File: src/rtl/regfile_pkg.sv
// ---------------------------------------------------------------------------
// regfile_pkg
// Shared defaults for the register file slice: data width, address width,
// register count and the register-index type used by the register file and
// its read ports.
// Optional build macro (used by reg_file / reg_read_port): REGFILE_BYPASS_EN
// ---------------------------------------------------------------------------
package regfile_pkg;

  localparam int DATA_W   = 8;
  localparam int ADDR_W   = 3;
  localparam int NUM_REGS = 2 ** ADDR_W;

  // Register index at the default address width
  typedef logic [ADDR_W-1:0] reg_idx_t;

endpackage

File: src/rtl/reg_read_port.sv
// ---------------------------------------------------------------------------
// reg_read_port
// One combinational read port of the register file: selects one register
// from the flattened storage array. When REGFILE_BYPASS_EN is defined, a
// write in flight to the same index is forwarded straight to the output.
//
// Ports
//   regs      in   all registers, packed, index i at regs[i]
//   addr      in   register index to read
//   wr_data   in   write data in flight            (REGFILE_BYPASS_EN only)
//   wr_addr   in   write index in flight           (REGFILE_BYPASS_EN only)
//   fwd_en    in   write in flight and not reset   (REGFILE_BYPASS_EN only)
//   data      out  read data
// ---------------------------------------------------------------------------
module reg_read_port
  import regfile_pkg::*;
#(
  parameter int DATA_W = regfile_pkg::DATA_W,
  parameter int ADDR_W = regfile_pkg::ADDR_W
) (
  input  logic [(2**ADDR_W)-1:0][DATA_W-1:0] regs,
  input  logic [ADDR_W-1:0]                  addr,
`ifdef REGFILE_BYPASS_EN
  input  logic [DATA_W-1:0]                  wr_data,
  input  logic [ADDR_W-1:0]                  wr_addr,
  input  logic                               fwd_en,
`endif
  output logic [DATA_W-1:0]                  data
);

`ifdef REGFILE_BYPASS_EN
  // Same-cycle forwarding: a write landing on the index being read wins
  // over the stored value so the reader sees it without waiting an edge.
  always_comb begin
    data = regs[addr];
    if (fwd_en && (wr_addr == addr)) begin
      data = wr_data;
    end
  end
`else
  // Plain array mux: the stored value only changes on the clock edge.
  always_comb begin
    data = regs[addr];
  end
`endif

endmodule

File: src/rtl/reg_file.sv
// ---------------------------------------------------------------------------
// reg_file
// 2**ADDR_W x DATA_W register file with one synchronous write port, two
// independent combinational read ports and a per-register "written since
// reset" flag vector. Every index, including 0, is a real register.
//
// Ports
//   CLK          in   clock, all state updates on the rising edge
//   RESET        in   synchronous active-high reset, dominates WRITE
//   IN           in   write data (ALU result)
//   INADDRESS    in   write register index
//   WRITE        in   write enable
//   OUT1ADDRESS  in   read port 1 index
//   OUT2ADDRESS  in   read port 2 index
//   OUT1         out  read port 1 data (ALU data1 operand)
//   OUT2         out  read port 2 data (ALU data2 operand)
//   VALID        out  bit i set once register i written since reset
//
// Build macro: REGFILE_BYPASS_EN -- forwards IN to a read port whose index
// matches INADDRESS while a non-reset write is in flight.
// ---------------------------------------------------------------------------
module reg_file
  import regfile_pkg::*;
#(
  parameter int DATA_W = regfile_pkg::DATA_W,
  parameter int ADDR_W = regfile_pkg::ADDR_W
) (
  input  logic                      CLK,
  input  logic                      RESET,
  input  logic [DATA_W-1:0]         IN,
  input  logic [ADDR_W-1:0]         INADDRESS,
  input  logic                      WRITE,
  input  logic [ADDR_W-1:0]         OUT1ADDRESS,
  input  logic [ADDR_W-1:0]         OUT2ADDRESS,
  output logic [DATA_W-1:0]         OUT1,
  output logic [DATA_W-1:0]         OUT2,
  output logic [(2**ADDR_W)-1:0]    VALID
);

  localparam int NUM_REGS = 2 ** ADDR_W;

  logic [NUM_REGS-1:0][DATA_W-1:0] regs;
  logic [NUM_REGS-1:0]             validBits;

  // Storage and written-flags. Reset clears everything and swallows any
  // write presented in the same cycle; otherwise a write touches exactly
  // one register and its flag.
  always_ff @(posedge CLK) begin
    if (RESET) begin
      regs      <= '0;
      validBits <= '0;
    end else if (WRITE) begin
      regs[INADDRESS]      <= IN;
      validBits[INADDRESS] <= 1'b1;
    end
  end

  assign VALID = validBits;

`ifdef REGFILE_BYPASS_EN
  // Forwarding is only legal when the write will actually commit.
  logic fwdEn;
  assign fwdEn = WRITE & ~RESET;
`endif

  // Two identical, independent read ports.
  reg_read_port #(
    .DATA_W (DATA_W),
    .ADDR_W (ADDR_W)
  ) readPort1 (
    .regs    (regs),
    .addr    (OUT1ADDRESS),
`ifdef REGFILE_BYPASS_EN
    .wr_data (IN),
    .wr_addr (INADDRESS),
    .fwd_en  (fwdEn),
`endif
    .data    (OUT1)
  );

  reg_read_port #(
    .DATA_W (DATA_W),
    .ADDR_W (ADDR_W)
  ) readPort2 (
    .regs    (regs),
    .addr    (OUT2ADDRESS),
`ifdef REGFILE_BYPASS_EN
    .wr_data (IN),
    .wr_addr (INADDRESS),
    .fwd_en  (fwdEn),
`endif
    .data    (OUT2)
  );

endmodule

File: config.mk
export PLATFORM = sky130hd
export DESIGN_NAME = reg_file
export DESIGN_NICKNAME = d
export VERILOG_FILES = /design/src/rtl/regfile_pkg.sv /design/src/rtl/reg_read_port.sv /design/src/rtl/reg_file.sv
export SDC_FILE = /design/constraint.sdc
export NUM_CORES = 1
export LEC_CHECK = 0
export BUFFER_PORTS_ARGS = -buffer_cell sky130_fd_sc_hd__buf_4
export CAP_MARGIN = 20
export CORE_ASPECT_RATIO = 2
export CORE_MARGIN = 1
export CORE_UTILIZATION = 45
export CTS_CLUSTER_DIAMETER = 200
export DETAILED_ROUTE_END_ITERATION = 7
export PLACE_DENSITY = 0.75
export RECOVER_POWER = 50
export SLEW_MARGIN = 20
export SYNTH_ARGS = -nofsm -noshare
export SYNTH_HDL_FRONTEND = slang
export SYNTH_SLANG_ARGS = --single-unit
File: constraint.sdc
create_clock -name CLK -period 1.2 [get_ports CLK]
set_input_delay 0 -clock CLK [delete_from_list [all_inputs] [get_ports CLK]]
set_output_delay 0 -clock CLK [all_outputs]
set_load 0.02 [all_outputs]
==> flow_summary.ini <==
[global_route]
grt_pass1_vias = 2928
grt_pass1_wl_mm = 14.99
grt_start_max_net_pins = 57
overflow = 0
grt_usage = 0.2418
antenna_found_initial = 0

[final_layout]
drive_above_1_share = 0.3981
synthToLayoutAreaGrowth_pct = 26.04
mostFrequentLayoutCells = nand2_1 (80), buf_4 (41), nor2_1 (40), a21oi_1 (40), dfxtp_1 (38)
n_antenna_cell = 0
utilization = 0.5879
final_common_cell = nand2_1
nets = 433
nFillCells = 684

[critical_path]
critical_path.endpoint_type = output port
cp-start-kind = flip-flop
r2r_cells = 3
critical_path_buf_inv_count = 1
worst_ep_arrival_time_ns = 1.55
crit_path_cell_trace = mux4_2 > mux2_4 > buf_6
path_class = flip-flop to output port
crit_path_max_fanout = 3
critPathMaxStageDelay_ns = 0.49
r2r_end = regs[31]
path_delay_family = multiplexers
r2r-start = regs[31]
r2r_slack_ns = 0.05
crit_required_ns = 1.20
cpMaxStageDelayCell = mux4_2

[place]
port_buffers = 43
post-dp-hpwl_mm = 6.639
finalWeightedCongestion = 0.8145

[cts]
htreeDepth = 3
cts_tree = yes
cts.sink_count = 72
clk_path_buf_depth = 2
clk_latency_ns = 0.33
cts_root_buf = clkbuf_16
clk_pin_slew_ns = 0.05
numCtsBuffers = 9

[timing]
hold_viol = 0
setup-tns-final_ns = -5.520
setup_viol = 17
skew_ns = 0
rsz0062_at_grt = yes
timing.fmax_mhz = 643.2
relSlewSlack = 0.6922
min_period_ns = 1.555
fin_ws_ns = -0.3546
worst_slew_pin_slew_ns = 0.4617
final.period_utilization = 1.296
slew_viol_final = 0

[die]
die_x_um = 66.16
rows = 46
dieArea_um2 = 8622
ios = 44
core_area_um2 = 7943
fp.dieH_um = 130.3
start_util = 0.4664

[yosys]
syn_area_um2 = 3705
ys_seq_area_frac = 0.3891
ys_top_cells_by_area = dfxtp_1 (39%), mux4_1 (17%), nand2_1 (8.1%)
synth_top_flop_cell = dfxtp_1
avgSynthCellArea_um2 = 10.44
ys_ff_latch = 72
synth_cells = 355
yosys_warnings = 0
yosys.area.top_type = dfxtp_1
yosys.area.top_type_share = 0.3891
syn_nets = 375
async_reset_ff_frac = 0
synth_cell_types = 20
synth_edf_count = 0

[worst_hold_path]
holdPathEnd = VALID[0]
hold_depth = 4
hold_path.class = input pin to flip-flop
holdCritStartpoint = INADDRESS[1]

[power]
p_sw_frac = 0.2223
pwr-share-seq = 0.414
pwr_density_cell_nw_per_um2 = 1289
p_leak_nw = 1.754
comb_power_share = 0.107
power_frac_clock = 0.479
p_int_mw = 4.682
p_sw_mw = 1.338
ir_drop_uv = 719.8

[routing]
first_pass_iters = 5
wl_mm = 9.796
dr_total_vias = 2941
dr_wl_met3_um = 325
topRoutingLayerUsed = met4
drt_iter0_markers = 360
wl_met2_mm = 5.599
ant_nets = 0
drcViolationCount = 0
vias_per_cell = 5.733
wl_met1_mm = 3.537
wl_per_cell_um = 19.10

[status]
outcome = finished with violations
violations = negative setup slack

[run]
drv_cap = 0
[cell families after synthesis]
| kind of cell | Yosys count | share of synthesized area |
|---|---|---|
| AND/OR/NAND/NOR | 133 | 0.1601 |
| multiplexers | 72 | 0.3364 |
| flip-flops | 72 | 0.3891 |
| AO/OA/AOI/OAI | 40 | 0.05404 |
| buffers and inverters | 38 | 0.06045 |
[flip-flops by register name, summed over array words and instances (netlist names)]
name   count
VALID      8
regs      64
[layer usage]
metal	track usage	vias up
met3	0.03759	25
met4	0.1277	0
met2	0.4514	105
met1	0.2497	1448
li1	-	1363
met5	0	-
[synth_stat cells (3+ instances only)]
cell type / number
buf_6: 6
and4b_1: 3
mux2_4: 4
nand4b_1: 3
nor2_1: 40
clkbuf_1: 19
mux2i_1: 24
mux4_1: 24
mux2_2: 12
and4bb_2: 3
dfxtp_1: 72
a21oi_1: 40
mux4_2: 8
nand2_1: 80
buf_2: 11
[worst register-to-register path: stages, from the launching register on]
cell and delay [ns]:
dfxtp_2 0.34, nand2_1 0.06, a21oi_1 0.14, dlygate4sd3_1 0.56
[power groups by stage]
stage	clock [mW]	combinational [mW]	sequential, mW
3_5_place_dp	0	0.586	2.54
3_3_place_gp	0	0.575	2.53
5_1_grt	2.99	0.683	2.50
2_1_floorplan	0	0.381	2.53
6_report	2.89	0.643	2.49
4_1_cts	2.92	0.649	2.49
[final cells by class]
type                    count  area (µm²)  area share
flip-flops and latches     72        1484      0.3178
clock buffers              12       256.5     0.05493
well taps                  96       120.1     0.02572
clock inverters             3       65.06     0.01393
repair buffers             85       749.5      0.1605
multi-input cells         245        1994      0.4271
[worst max-delay path by stage]
stage	startpoint	end	cells after the start
after global routing	regs[41]	OUT1[1]	3
after floorplan	regs[27]	OUT1[3]	2
after detailed placement	OUT2ADDRESS[0]	OUT2[7]	4
after CTS	regs[46]	OUT1[6]	3
final	regs[42]	OUT2[2]	3
after global placement	OUT2ADDRESS[0]	OUT2[6]	4
[stage by stage]
stage	worst slack [ns]	instance area, µm²	hold WS, ns	std cells	total power, mW
CTS	-0.3633	4677	0.02430	510	6.056
floorplan	0.1091	3705	0.2978	355	2.915
global route	-0.3753	4669	0.08692	513	6.173
detailed placement	-0.08271	4197	0.3060	484	3.121
finish	-0.3546	4669	0.04683	513	6.020
global placement	-0.05219	4197	0.2995	484	3.104
[timing repair]
item | CTS | global route
buffers inserted | 1 | 3
endpoints found under the setup margin | 16 | 17
resized for setup | 77 | 12
hold endpoints to repair | 65 | 0
hold buffers | 10 | 0
(Power assumes the default switching activity.)
